--- config.mk ---
export PLATFORM = sky130hd
export DESIGN_NAME = e203_cmt_monitor
export DESIGN_NICKNAME = d
export VERILOG_FILES = /design/src/rtl/e203_cmt_mon_pkg.sv /design/src/rtl/e203_cmt_sat_cnt.sv /design/src/rtl/e203_cmt_monitor.sv
export SDC_FILE = /design/constraint.sdc
export NUM_CORES = 1
export LEC_CHECK = 0
export ABC_AREA = 1
export CAP_MARGIN = 20
export CORE_UTILIZATION = 45
export DETAILED_ROUTE_END_ITERATION = 10
export PLACE_DENSITY = 0.82
export SYNTH_ARGS = -nofsm -noshare
export SYNTH_HDL_FRONTEND = slang
export SYNTH_SLANG_ARGS = --single-unit
--- constraint.sdc ---
create_clock -name clk -period 8.05 [get_ports clk]
set_input_delay 1.2075 -clock clk [delete_from_list [all_inputs] [get_ports clk]]
set_output_delay 1.2075 -clock clk [all_outputs]
set_load 0.03 [all_outputs]
--- src/rtl/e203_cmt_mon_pkg.sv ---
// rtl/e203_cmt_mon_pkg.sv - shared state encoding and default constants for the commit monitor
package e203_cmt_mon_pkg;

    typedef enum logic [1:0] {
        ST_RUN  = 2'd0,
        ST_HIT  = 2'd1,
        ST_DONE = 2'd2,
        ST_TMO  = 2'd3
    } cmt_state_e;

    localparam logic [31:0] DEF_TOHOST_PC   = 32'h8000_0086;
    localparam int unsigned DEF_DONE_HITS   = 8;
    localparam int unsigned DEF_TIMEOUT_CYC = 10_000_000;

endpackage

--- src/rtl/e203_cmt_sat_cnt.sv ---
// rtl/e203_cmt_sat_cnt.sv - saturating up-counter with synchronous clear and enable
module e203_cmt_sat_cnt #(
    parameter int W = 32
) (
    input  logic         clk,
    input  logic         rst,
    input  logic         clr,
    input  logic         en,
    output logic [W-1:0] cnt
);

    always_ff @(posedge clk or posedge rst) begin
        if (rst) begin
            cnt <= '0;
        end else if (clr) begin
            cnt <= '0;
        end else if (en && (cnt != '1)) begin
            cnt <= cnt + W'(1);
        end
    end

endmodule

--- src/rtl/e203_cmt_monitor.sv ---
// rtl/e203_cmt_monitor.sv - commit-stream monitor: cycle/instr/hit counts and pass/fail verdict
module e203_cmt_monitor
    import e203_cmt_mon_pkg::*;
#(
    parameter int          PC_W        = 32,
    parameter int          CNT_W       = 32,
    parameter logic [31:0] TOHOST_PC   = DEF_TOHOST_PC,
    parameter int unsigned DONE_HITS   = DEF_DONE_HITS,
    parameter int unsigned TIMEOUT_CYC = DEF_TIMEOUT_CYC
) (
    input  logic             clk,
    input  logic             rst,
    input  logic             clr,
    input  logic             cmt_valid,
    input  logic [PC_W-1:0]  cmt_pc,
    input  logic             disp_valid,
    input  logic             disp_ready,
    input  logic [31:0]      x3_val,
    output logic [CNT_W-1:0] cycle_cnt,
    output logic [CNT_W-1:0] instr_cnt,
    output logic [CNT_W-1:0] end_cycle,
    output logic [7:0]       hit_cnt,
    output logic             done,
    output logic             pass,
    output logic             timeout
);

    localparam logic [7:0]       LAST_HIT = 8'(DONE_HITS - 1);
    localparam logic [CNT_W-1:0] TMO_LAST = CNT_W'(TIMEOUT_CYC - 1);

    cmt_state_e state;
    cmt_state_e state_nxt;

    logic hit;
    logic active;
    logic final_hit;
    logic tmo_hit;

    assign hit       = cmt_valid & (cmt_pc == PC_W'(TOHOST_PC));
    assign active    = (state == ST_RUN) | (state == ST_HIT);
    // hit_cnt is pre-increment here, so the hit that brings it to DONE_HITS is the final one
    assign final_hit = active & hit & (hit_cnt == LAST_HIT);
    assign tmo_hit   = active & (cycle_cnt == TMO_LAST) & ~final_hit;

    always_comb begin
        state_nxt = state;
        case (state)
            ST_RUN: begin
                if (final_hit) begin
                    state_nxt = ST_DONE;
                end else if (tmo_hit) begin
                    state_nxt = ST_TMO;
                end else if (hit) begin
                    state_nxt = ST_HIT;
                end
            end
            ST_HIT: begin
                if (final_hit) begin
                    state_nxt = ST_DONE;
                end else if (tmo_hit) begin
                    state_nxt = ST_TMO;
                end
            end
            default: begin
                state_nxt = state;
            end
        endcase
    end

    always_ff @(posedge clk or posedge rst) begin
        if (rst) begin
            state <= ST_RUN;
        end else if (clr) begin
            state <= ST_RUN;
        end else begin
            state <= state_nxt;
        end
    end

    e203_cmt_sat_cnt #(.W(CNT_W)) u_cycle_cnt (
        .clk (clk),
        .rst (rst),
        .clr (clr),
        .en  (active),
        .cnt (cycle_cnt)
    );

    e203_cmt_sat_cnt #(.W(CNT_W)) u_instr_cnt (
        .clk (clk),
        .rst (rst),
        .clr (clr),
        .en  ((state == ST_RUN) & disp_valid & disp_ready),
        .cnt (instr_cnt)
    );

    e203_cmt_sat_cnt #(.W(8)) u_hit_cnt (
        .clk (clk),
        .rst (rst),
        .clr (clr),
        .en  (active & hit),
        .cnt (hit_cnt)
    );

    // end_cycle is only written while still in RUN, so it holds the first hit of the run
    always_ff @(posedge clk or posedge rst) begin
        if (rst) begin
            end_cycle <= '0;
            done      <= 1'b0;
            pass      <= 1'b0;
            timeout   <= 1'b0;
        end else if (clr) begin
            end_cycle <= '0;
            done      <= 1'b0;
            pass      <= 1'b0;
            timeout   <= 1'b0;
        end else begin
            if ((state == ST_RUN) && hit) begin
                end_cycle <= cycle_cnt;
            end
            if (final_hit) begin
                done <= 1'b1;
                pass <= (x3_val == 32'd1);
            end else if (tmo_hit) begin
                done    <= 1'b1;
                timeout <= 1'b1;
            end
        end
    end

endmodule

---- Yosys cells after proc, flatten, opt, wreduce, memory -nomap -nowiden ----
Index checks and enable logic that the tools add are counted.
storage, ports and cells
  input bits .............................. 70
  output and inout bits ................... 107
  register bits after elaboration ......... 109
cells by class
  bitwise gates (word level) .............. 9
  reduce and logical (&&, ||, !) cells .... 15
  $add $sub $neg .......................... 3
  eq/ne operators ......................... 11
  multiplexer cells ....................... 22
operators by type and width
  cell                                                                     number
  32-bit two-way mux                                                       6
  32-bit by 1-bit adder with 32-bit output, second input constant          2
  32-bit inequality test, second input constant                            2
  32-bit by 1-bit equality test with 1-bit output, second input constant   1
  32-bit by 24-bit equality test with 1-bit output, second input constant  1
  32-bit equality test, second input constant                              1
  8-bit two-way mux                                                        2
  2-bit two-way mux                                                        6
  2-bit nonzero test                                                       6
  8-bit by 1-bit adder with 8-bit output, second input constant            1
  8-bit by 3-bit equality test with 1-bit output, second input constant    1
  8-bit inequality test, second input constant                             1
  1-bit AND                                                                7
  1-bit two-way mux                                                        7
  3-bit nonzero test                                                       2
  5-bit inequality test, second input constant                             1
  1-bit logical AND                                                        4
  4-bit inequality test, second input constant                             1
  2-bit one-hot mux with 2 select lines                                    1
  3-bit AND reduction                                                      1
  2-bit by 1-bit equality test with 1-bit output, second input constant    1
  2-bit logical NOT                                                        1
  2-bit inequality test, second input constant                             1
  2-bit AND reduction                                                      1
  2 further kinds                                                          2

---- Depth between registers and ports, before layout ----
  word-level depth ........................ 10
  gate-level depth with buffers ........... 13
  mapped depth without buffers ............ 12

---- Cells and area by module ----
From an unflattened synthesis, not the netlist that was laid out.
second synthesis, totals
  cells, all modules ...................... 1,052
  area, all modules ....................... 7,392.1 um2
modules (own cells, without submodules)
  module                               area each (um2)  cells an instance  instances  seq. area each (um2)
  e203_cmt_sat_cnt at u_cycle_cnt ...  2,274.7          360                2          800.8
  e203_cmt_monitor                     2,336.0          263                1          925.9
  e203_cmt_sat_cnt at u_hit_cnt        506.7            69                 1          200.2

---- Least setup slack after synthesis ----
OpenSTA, ideal clock, no wires.
  kind .................................... input port to flip-flop
  from .................................... in cmt_pc[13]
  to ...................................... reg end_cycle[10]
  setup time .............................. 118 ps
  required time ........................... 7,932 ps
  slack ................................... 5,692 ps
  stages .................................. 11
  buffers on the path ..................... 1
  arrival time ............................ 2,240 ps
  cell sequence ........................... nor2_1 -> nand3_1 -> nor2_1 -> nand2_1 -> nor2_1 -> nand3_1 -> nand2_1 -> inv_1 -> clkbuf_1 -> nand2_1 -> nand2_1
on the way
  longest elaborated chain between the ends .. 4
ends and longest elaborated chain
  what                                 line                     RTL
  start: declaration                   e203_cmt_monitor.sv:15   input logic [PC_W-1:0] cmt_pc,
  32-bit equality test                 e203_cmt_monitor.sv:39   assign hit = cmt_valid & (cmt_pc == PC_W'(TOHOST_PC));
  1-bit AND                            e203_cmt_monitor.sv:39
  1-bit logical AND                    e203_cmt_monitor.sv:117  if ((state == ST_RUN) && hit) begin
  2-bit nonzero test (no source line)  -
  end signal: assignment               e203_cmt_monitor.sv:118  end_cycle <= cycle_cnt;
  end: declaration                     e203_cmt_monitor.sv:21   output logic [CNT_W-1:0] end_cycle,
Every way passes these cells.
A chain may end at the register's enable or synchronous reset.

---- Worst setup path in the final report ----
  from .................................... in clr
  to ...................................... reg end_cycle[21]
on the way
  longest elaborated chain between the ends .. 1
  elaborated cells on any way between the ends .. 2
  classes of those cells .................. mux: 1; reduce/logical: 1
ends and longest elaborated chain
  what                                                      line                    RTL
  start: declaration                                        e203_cmt_monitor.sv:13  input logic clr,
  32-bit two-way mux or 2-bit nonzero test (tied branches)  -
Parallel ways exist; a longest one is shown, timed or not.

==> run metrics <==
Worst EP arrival 3.82 ns; Hold Path Sink end_cycle[30]$_DFFE_PP0P_; Starting Density 46.6%; syn_nets 1076; CTS buffer count 9; # H-tree levels 3; Worst Max-Slew Pin Slew 0.937 ns; Iter 0 DRT Violations 676; global route overflow 0; Final setup viols 0; num rows 44; VDD IR max 0.0932 mV; critical path class in2reg; unrepaired setup endpoints after global routing no; Gate Count Post-Synth 1003; RR Endpoint u_instr_cnt.cnt[9]$_DFFE_PP0P_; Core Area 14600 sq um; largest net degree at the start of global routing 69; Critical Path End Type register; clock root cell clkbuf_16; Post-Route Setup TNS 0 ns; hold-fix buffer count after cts 0; PwrDens 125 nW/um^2; die width 125 microns; max cap viols 0; initial antenna violation count 0; Final min period 3.52 ns; Yosys reg bits 109; Synth top area share 40.0%; DRC viols 0; Setup crit start kind input port; die height 125 microns; post_cts resized 0; fraction of registers with async set/reset 100%; share of cells above drive strength 1 5.72%; Tightest Hold Check Type reg2reg; Clock Sinks 109; routed vias/inst 5.38; n_diodes 0; port buffer count 176; crit share post-route 43.7%; most frequent cells after synthesis nand2_1, nor2_1, dfrtp_1; synth top area cells dfrtp_1, nand2_1, nor2_1; Clk pin slew, worst setup/hold paths 0.08 ns; drt pass-1 iters 7; Die Area 15700 sq um; post-synthesis cell area 6820 sq um; cell taking the most area after synthesis dfrtp_1; postcts setup bufs 0; number of global-route vias before repair 7024; hold path depth 2; Seq/Total Area, Yosys 40.0%; CTS tree yes; Post-Route WL 20200 microns; reg2reg start u_instr_cnt.cnt[0]$_DFFE_PP0P_; final hold vios 0; fmax 284 MHz; area delta synth->final 32.3%; clk_lat worst skew 0.37 ns; Crit Path Max Fanout 43; Nets 1240; layout filler cell count 1343; Leak 3.89 nW; status complete, no violations; hpwl dp 14900 microns; Final Core Density 61.7%; start point of the worst hold path end_cycle[30]$_DFFE_PP0P_; reg2reg path depth 12; vias 7297; clock tree buffer depth 2; Yosys cell types 31; routability cong. 0.945; first-pass GRT wire length 33700 microns; Max Slew Vio Count 0; total global-route track usage 26.6%; Worst Path Required 8.35 ns; R2R Setup Slk 5.48 ns; Post-synth EDFFs 0; most frequent cell after synthesis nand2_1; Primary FF master, synth dfrtp_1; Worst Clk Skew 0.0105 ns; Synth Area per Inst 6.80 sq um; Slew headroom 37.5%; num ports 177; antenna-violating nets left 0; yosys warns 0; wire length per cell 14.9 microns
## registers in the layout, summed over array words and instances (netlist names)
signal and flops:
end_cycle 32, u_cycle_cnt.cnt 32, u_instr_cnt.cnt 32, u_hit_cnt.cnt 8
state 2, done 1, pass 1, timeout 1
## cells in the final DEF, fill, tap and decap left out, types with 2 or more instances in the layout
cell type        count
clkbuf_16            9
clkinv_8             2
nor3_2               5
inv_8                4
o31ai_1              6
nand3_2              2
nor2_4               2
clkdlybuf4s50_1    176
nor4_1               9
nand4_1             49
nand3_1             71
o21ai_1              5
nand2_2              4
nor3b_1              6
xnor2_1              4
xor2_1              13
nand2_4              2
inv_2               11
nand2_1            323
o21ai_0             38
dfrtp_1            109
buf_4                3
o21ai_2             17
a21oi_1              7
nor2_1             135
nor2_2               2
ha_1                 3
nor3_1              47
inv_1              103
## worst max-delay path, stage by stage
cell and delay [ns]:
clkdlybuf4s50_1 0.40, buf_4 0.22, inv_2 0.43, buf_4 0.52
nand2_1 0.10, inv_1 0.69, nand2_1 0.12, nand2_1 0.10
## cell type report
type	instances	area (sq um)	area share, %
clock buffer	9	225	2.49
clock inverter	7	86.3	0.956
inverter	115	434	4.81
multi-input combinational	752	3530	39.1
sequential	109	2730	30.2
tap	184	230	2.55
timing repair buffer	180	1800	19.9
## worst max-delay path by stage
| stage | start | slack [ns] | endpoint |
|---|---|---|---|
| 6_report | clr | 4.53 | end_cycle[21]$_DFFE_PP0P_ |
| 2_1_floorplan | rst | 3.97 | done$_DFFE_PP0P_ |
| 3_3_place_gp | clr | 4.24 | end_cycle[1]$_DFFE_PP0P_ |
| 5_1_grt | clr | 4.27 | end_cycle[4]$_DFFE_PP0P_ |
| 4_1_cts | clr | 4.53 | end_cycle[22]$_DFFE_PP0P_ |
| 3_5_place_dp | clr | 4.15 | end_cycle[0]$_DFFE_PP0P_ |
## where the power goes
part           internal [mW]  switching (mW)  total (mW)  leakage, nW
clock network          0.226           0.246       0.472        0.153
logic                 0.0442          0.0591       0.103         2.22
registers              0.551         0.00450       0.555         1.52
## routing by layer
metal / GRT usage, % / share of wire, % / vias to the layer above
met2: 43.6 / 47 / 334
met3: 5.22 / 7.4 / 44
met1: 34.2 / 43 / 3343
met5: 0 / 0 / -
met4: 11.9 / 2.7 / 0
li1: - / - / 3576
## per-stage QoR
step	hold WS [ns]	cell area, sq um	power, mW	worst slack, ns	instances
3_5_place_dp	0.460	8700	0.670	4.15	1339
5_1_grt	0.500	9030	1.17	4.27	1356
3_3_place_gp	0.456	8700	0.668	4.24	1339
6_report	0.475	9030	1.13	4.53	1356
4_1_cts	0.480	9020	1.14	4.53	1355
2_1_floorplan	0.463	6820	0.616	3.97	1003
## logic make-up after synthesis
kind of cell	after synthesis	synth area share [%]
XOR/XNOR	17	2.18
flip-flops	109	40.0
AND/OR/NAND/NOR	659	42.4
buffers and inverters	142	8.36
adder cells (fa/ha/maj)	3	0.550
AO/OA/AOI/OAI	73	6.51
Note: power is estimated with default switching activity, not from simulation.
